<file path="config.mk">
export PLATFORM = sky130hd
export DESIGN_NAME = hilo_muldiv_unit
export DESIGN_NICKNAME = d
export VERILOG_FILES = /design/src/rtl/hilo_muldiv_unit.sv
export SDC_FILE = /design/constraint.sdc
export NUM_CORES = 2
export LEC_CHECK = 0
export ABC_CLOCK_PERIOD_IN_PS = 10700
export BUFFER_PORTS_ARGS = -buffer_cell sky130_fd_sc_hd__buf_2
export CAP_MARGIN = 20
export CORE_ASPECT_RATIO = 1.5
export CORE_MARGIN = 2
export CORE_UTILIZATION = 53
export CTS_BUF_LIST = sky130_fd_sc_hd__clkbuf_4
export DETAILED_ROUTE_END_ITERATION = 8
export PLACE_DENSITY_LB_ADDON = 0.25
export RECOVER_POWER = 25
export SLEW_MARGIN = 10
export SYNTH_ARGS = -nofsm -noshare
export SYNTH_HDL_FRONTEND = slang
export SYNTH_SLANG_ARGS = --single-unit
</file>
<file path="constraint.sdc">
create_clock -name clk -period 10.7 [get_ports clk]
set_input_delay 1.605 -clock clk [delete_from_list [all_inputs] [get_ports clk]]
set_output_delay 1.605 -clock clk [all_outputs]
set_load 0.05 [all_outputs]
</file>
<file path="src/rtl/hilo_muldiv_unit.sv">
// hilo_muldiv_unit: multi-cycle multiply/divide unit owning the architectural HI/LO pair.
// Multiplies complete after MUL_CYCLES cycles; divides take 32 restoring iterations plus
// one sign-fix cycle. busy stalls dependent HI/LO readers; done pulses on each write-back.
module hilo_muldiv_unit #(
  parameter int unsigned MUL_CYCLES = 4
) (
  input  logic        clk,
  input  logic        rst_n,
  input  logic        start,
  input  logic [2:0]  op,
  input  logic [31:0] a,
  input  logic [31:0] b,
  input  logic        flush,
  output logic        busy,
  output logic        done,
  output logic [31:0] hi,
  output logic [31:0] lo
);

  // Counter wide enough for both the multiply latency and the 32 divide iterations.
  localparam int unsigned CntW = ($clog2(MUL_CYCLES) > 5) ? $clog2(MUL_CYCLES) : 5;
  localparam logic [CntW-1:0] MulLoad = CntW'(MUL_CYCLES - 1);
  localparam logic [CntW-1:0] DivLoad = CntW'(31);

  localparam logic [2:0] OpMult  = 3'b000;
  localparam logic [2:0] OpMultu = 3'b001;
  localparam logic [2:0] OpDiv   = 3'b010;
  localparam logic [2:0] OpDivu  = 3'b011;
  localparam logic [2:0] OpMthi  = 3'b100;
  localparam logic [2:0] OpMtlo  = 3'b101;

  typedef enum logic [2:0] {StIdle, StMul, StDiv, StFix, StDivZero} state_e;

  state_e          state;
  logic [CntW-1:0] cnt_q;
  logic [31:0]     opa_q;      // multiplicand, or dividend for divide-by-zero
  logic [31:0]     opb_q;      // multiplier, or divisor magnitude
  logic            sgn_q;      // signed multiply
  logic [31:0]     rem_q;      // partial remainder
  logic [31:0]     dvd_q;      // dividend shifting out, quotient bits shifting in
  logic            neg_quo_q;
  logic            neg_rem_q;

  logic            accept;
  logic            op_signed;
  logic [31:0]     a_mag;
  logic [31:0]     b_mag;
  logic [63:0]     mul_a;
  logic [63:0]     mul_b;
  logic [63:0]     prod;
  logic [32:0]     rem_shift;
  logic [32:0]     rem_diff;
  logic [31:0]     rem_step;
  logic [31:0]     dvd_step;
  logic [31:0]     quo_fix;
  logic [31:0]     rem_fix;

  // Accept decode, operand magnitudes, product and one restoring-divide step.
  always_comb begin
    accept    = start && !busy && !flush;
    op_signed = (op == OpMult) || (op == OpDiv);
    a_mag     = (op_signed && a[31]) ? (~a + 32'd1) : a;
    b_mag     = (op_signed && b[31]) ? (~b + 32'd1) : b;

    // Sign-extended 64x64 product; the low 64 bits equal the 32x32 result.
    mul_a = {{32{sgn_q & opa_q[31]}}, opa_q};
    mul_b = {{32{sgn_q & opb_q[31]}}, opb_q};
    prod  = mul_a * mul_b;

    rem_shift = {rem_q, dvd_q[31]};
    rem_diff  = rem_shift - {1'b0, opb_q};
    rem_step  = rem_diff[32] ? rem_shift[31:0] : rem_diff[31:0];
    dvd_step  = {dvd_q[30:0], ~rem_diff[32]};

    quo_fix = neg_quo_q ? (~dvd_q + 32'd1) : dvd_q;
    rem_fix = neg_rem_q ? (~rem_q + 32'd1) : rem_q;
  end

  // Control FSM with registered busy/done and the HI/LO architectural state.
  always_ff @(posedge clk) begin
    if (!rst_n) begin
      state     <= StIdle;
      busy      <= 1'b0;
      done      <= 1'b0;
      hi        <= '0;
      lo        <= '0;
      cnt_q     <= '0;
      opa_q     <= '0;
      opb_q     <= '0;
      sgn_q     <= 1'b0;
      rem_q     <= '0;
      dvd_q     <= '0;
      neg_quo_q <= 1'b0;
      neg_rem_q <= 1'b0;
    end else begin
      done <= 1'b0;
      if (busy && flush) begin
        // Abort: HI/LO keep their old values.
        state <= StIdle;
        busy  <= 1'b0;
      end else begin
        case (state)
          StIdle: begin
            if (accept) begin
              case (op)
                OpMult, OpMultu: begin
                  opa_q <= a;
                  opb_q <= b;
                  sgn_q <= op_signed;
                  cnt_q <= MulLoad;
                  state <= StMul;
                  busy  <= 1'b1;
                end
                OpDiv, OpDivu: begin
                  busy <= 1'b1;
                  if (b == 32'd0) begin
                    opa_q <= a;
                    state <= StDivZero;
                  end else begin
                    rem_q     <= '0;
                    dvd_q     <= a_mag;
                    opb_q     <= b_mag;
                    neg_quo_q <= op_signed & (a[31] ^ b[31]);
                    neg_rem_q <= op_signed & a[31];
                    cnt_q     <= DivLoad;
                    state     <= StDiv;
                  end
                end
                OpMthi:  hi <= a;
                OpMtlo:  lo <= a;
                default: ;
              endcase
            end
          end
          StMul: begin
            if (cnt_q == '0) begin
              {hi, lo} <= prod;
              state    <= StIdle;
              busy     <= 1'b0;
              done     <= 1'b1;
            end else begin
              cnt_q <= cnt_q - CntW'(1);
            end
          end
          StDiv: begin
            rem_q <= rem_step;
            dvd_q <= dvd_step;
            if (cnt_q == '0) begin
              state <= StFix;
            end else begin
              cnt_q <= cnt_q - CntW'(1);
            end
          end
          StFix: begin
            hi    <= rem_fix;
            lo    <= quo_fix;
            state <= StIdle;
            busy  <= 1'b0;
            done  <= 1'b1;
          end
          StDivZero: begin
            hi    <= opa_q;
            lo    <= 32'hFFFF_FFFF;
            state <= StIdle;
            busy  <= 1'b0;
            done  <= 1'b1;
          end
          default: begin
            state <= StIdle;
            busy  <= 1'b0;
          end
        endcase
      end
    end
  end

endmodule

</file>
==> Implementation_results.wiki <==
{| class="wikitable"
! Metric !! Value
|-
| Clock group share of total power || 26.2%
|-
| Worst Hold End || opa_q[0]
|-
| Aggregate global routing overflow || 0
|-
| Max cap viols || 3
|-
| Gate count after technology mapping || around 6000
|-
| Largest net degree at the start of global routing || 70
|-
| Power Density || approximately 60 nW/um^2
|-
| DRC Markers || 0
|-
| Final Core Density || 55.8%
|-
| Slew at the pin closest to its max-slew limit || 3.09 ns
|-
| Cell with the most instances after synthesis || inv_1
|-
| Relative slew slack || -106%
|-
| Die boundary height || 386 um
|-
| Synth-to-layout area growth || 4.84%
|-
| Post-synth top flop || dfxtp_1
|-
| Smallest hold slack || 0.479 ns
|-
| Placement Cell Area || 53100 um^2
|-
| Setup Skew || 0.119 ns
|-
| Reg2reg start || opb_q[6]
|-
| Largest fanout on the critical path || 17
|-
| Design area || 53900 um^2
|-
| Deepest level of the CTS H-tree || 3
|-
| Synth cell types || 75
|-
| Clk Tree Root Cell || clkbuf_4
|-
| Adder-cell share of the synthesized area || approximately half
|-
| CTS tree || done
|-
| Start point of the critical path || opb_q[6]
|-
| Post-synthesis share of cell area spent on xor and xnor gates || 3.54%
|-
| Worst Setup Start Kind || register
|-
| Library cell occupying the most area in the post-synthesis netlist || fa_1
|-
| Total power draw || around 0.0032 W
|-
| Via total after detailed routing || 41900
|-
| Cells on Worst Hold Path || 2
|-
| Reg area || around 4000 um^2
|-
| CP endpoint kind || register
|-
| Cells taking the most area after synthesis || fa_1 44%, inv_1 8.7%, dfxtp_1 8.0%
|-
| Master of the slowest instance on the critical path || dfxtp_1
|-
| Hold path startpoint || opa_q[0]
|-
| Die Area || 99600 um^2
|-
| All-layer global routing usage || 33.5%
|-
| Multiplexer fraction of the synthesized cell area || less than 1%
|-
| Via-to-Cell Ratio || 5.75
|-
| Total area of multi-input combinational cells || 41400 um^2
|-
| Count of fill cells added during filler insertion || approximately 9100
|-
| Sequential share of power || between 30% and 40%
|-
| Max VDD drop || 0.000120 V
|-
| Number of clock sinks || 205
|-
| Fraction of the mapped netlist area in compound gates || 10.1%
|-
| Total I/O pin count || ~140
|-
| Final hold violation count || 0
|-
| DP Wirelength || 131000 um
|-
| Most common library cells after synthesis || 1197 x inv_1, 1126 x fa_1, 946 x nand2_1, 380 x clkbuf_1, 352 x and2_1
|-
| Floorplan Core Area || 96700 um^2
|-
| Cells along the critical path || buf_4, nand2_1, fa_1, inv_1, fa_1, inv_1, fa_1, fa_1, fa_1, fa_1, fa_1, inv_1, fa_1, ha_1, a21o_1, a21oi_1, o21a_1, o41ai_1, a211oi_1, o41ai_2, a41oi_1, or4b_1, and3_1, o21ba_2
|-
| Initial antenna violation count || 13
|-
| Skew-Pair Late Insertion Delay || 0.85 ns
|-
| Data required, critical path || 11.44 ns
|-
| WL/cell || 22.2 um
|-
| Total wire length after detailed routing || ~160000 um
|-
| Net count, final || about 7400
|-
| Max stage delay on crit path || approximately 1 ns
|-
| EDFF count, synth || 0
|-
| Yosys Warn Count || 0
|-
| Minimum period implied by the final worst setup slack || 9.25 ns
|-
| Post-synthesis simple-gate area fraction || 16.1%
|-
| Final Setup Violations || 0
|-
| Area share of the largest cell type after synthesis || 43.8%
|-
| Syn Nets || 7479
|-
| Setup Crit Path Kind || reg2reg
|-
| Fraction of layout cells with a size suffix above 1 || 5.71%
|-
| Clock transition at the registers of the reported paths || 0.07 ns
|-
| Unrepaired setup endpoints after global routing || false
|-
| Max Fclk || 0.108 GHz
|-
| Vias in the first global route || 43900
|-
| First-pass GRT wire length || roughly 250000 um
|-
| Logic gate share of total power || 43.2%
|-
| Switch share || 48.2%
|-
| Total internal power || between 0.0015 and 0.002 W
|-
| Violated checks || capacitance limit, slew limit
|-
| Routed Antenna Nets || 0
|-
| Effective utilization at floorplan || between 50 and 60%
|-
| Most prevalent standard cell on the critical path || fa_1
|-
| Number of design-rule violations left by the first detailed-router iteration || 3208
|-
| RR Endpoint || hi[26]
|-
| Static Leak || 25.6 nW
|-
| Net switching power || 0.00155 W
|-
| Worst reg-to-reg setup slack || between 1 and 1.5 ns
|-
| Fin crit share || 86.4%
|-
| Hold/Removal Path Class || reg2reg
|-
| Sum of negative setup slack || 0 ns
|-
| Final weighted congestion in routability-driven placement || 0.966
|-
| Hold buffer count at CTS || 0
|-
| Number of buffers on the longest clock path || 3
|-
| Clock buffer count from CTS || 67
|-
| Dominant combinational cell family by area after synthesis || adder cells
|-
| Number of pins exceeding their max-slew limit in the final report || 145
|-
| FP Rows || 140
|-
| Number of detailed-route iterations in the first pass || 8
|-
| Width of the chip || 258 um
|-
| Post-synthesis sequential area ratio || 7.98%
|-
| Critical Path AT || 9.98 ns
|-
| Post-cts gate resize count || 0
|-
| Count of port buffers added during placement || 136
|-
| Outcome || finished with violations
|-
| Post-CTS setup-driven buffer insertion count || 0
|-
| Syn Area/Cell || 8.53 um^2
|-
| Total of flip-flops plus latches after synthesis || 205
|-
| Number of cells traversed by the worst register-to-register path || 24
|-
| Share of async-settable or async-resettable flops after synthesis || 0%
|-
| Netlist area before placement || 51500 um^2
|}
## placed cells by master, fill, tap and decap left out, types with 9 or more instances in the layout
cell type	instances
o21bai_1	15
nand2b_1	24
a21boi_0	10
buf_4	112
o21a_1	13
o31ai_1	34
a21o_1	39
or2_2	18
fa_1	1126
or3_1	12
a211oi_1	69
o41ai_1	18
inv_1	1196
clkinv_1	13
nor2_1	254
a311oi_1	11
a22oi_1	14
nor3_1	32
dfxtp_1	203
o211ai_1	30
nand4_1	14
a31oi_1	31
a21oi_1	217
and2_1	352
o21ai_0	195
nor2b_1	18
nor4_1	13
clkbuf_1	64
xnor2_1	132
a221oi_1	24
buf_2	75
xor2_1	75
nand3_1	39
or4_1	12
clkbuf_4	94
ha_1	249
and3_1	38
nor3b_1	9
mux2i_1	36
nand2_1	945
## state kept, by name, indices dropped and copies added (netlist names), 3 cells and up
| register | count |
|---|---|
| rem_q | 32 |
| lo | 32 |
| opa_q | 32 |
| cnt_q | 5 |
| state | 3 |
| opb_q | 32 |
| dvd_q | 32 |
| hi | 32 |
## cell families (layout without fill, tap and decap cells)
logic type               count (synthesis)  after routing
buffers and inverters                 1598           1570
XOR/XNOR                               208            208
flip-flops                             205            205
adder cells (fa/ha/maj)               1375           1375
other                                    0              6
multiplexers                            36             36
AND/OR/NAND/NOR                       1809           1809
AO/OA/AOI/OAI                          802            802
## layer usage
metal	wire length, um	vias up	GRT usage, %
li1	-	18300	-
met1	58900	21400	40.9
met2	80500	1781	57.0
met3	12500	475	5.12
met4	9920	0	18.1
met5	0	-	0
## power groups by stage
stage	Sequential, W	Combinational [W]	Clock [W]
floorplan	0.00102	0.000830	0
global placement	0.000990	0.00135	0
detailed placement	0.000991	0.00136	0
CTS	0.000976	0.00137	0.000850
global route	0.000985	0.00149	0.000892
finish	0.000981	0.00139	0.000842
## how the worst max path moves through the flow
stage,to,slack (ns),depth (start not counted)
5_1_grt,hi[26],1.10,25
4_1_cts,hi[26],1.51,24
3_5_place_dp,hi[26],1.51,25
6_report,hi[26],1.45,24
3_3_place_gp,hi[26],1.58,25
2_1_floorplan,hi[26],2.74,28
## layout make-up
type / count / area share [%]
antenna: 6 / 0.0278
clock buffer: 94 / 1.31
clock inverter: 23 / 0.216
inverter: 1198 / 8.34
multi-input combinational: 4230 / 76.7
sequential: 205 / 7.61
tap: 1278 / 2.96
timing repair buffer: 255 / 2.82
## per-stage QoR
step	setup WS, ns	instances
2_1_floorplan	2.74	6033
3_3_place_gp	1.58	7162
3_5_place_dp	1.51	7162
4_1_cts	1.51	7279
5_1_grt	1.10	7289
6_report	1.45	7289
## critical path, delay by kind of cell, from the launching register on
kind,cells,cell delay (ns)
AOI/OAI and AO/OA,8,2.43
adders and majority gates,9,4.33
buffers and inverters,4,0.52
DFF,1,1.01
and+or+nand+nor,3,0.85
(Power assumes the default switching activity.)
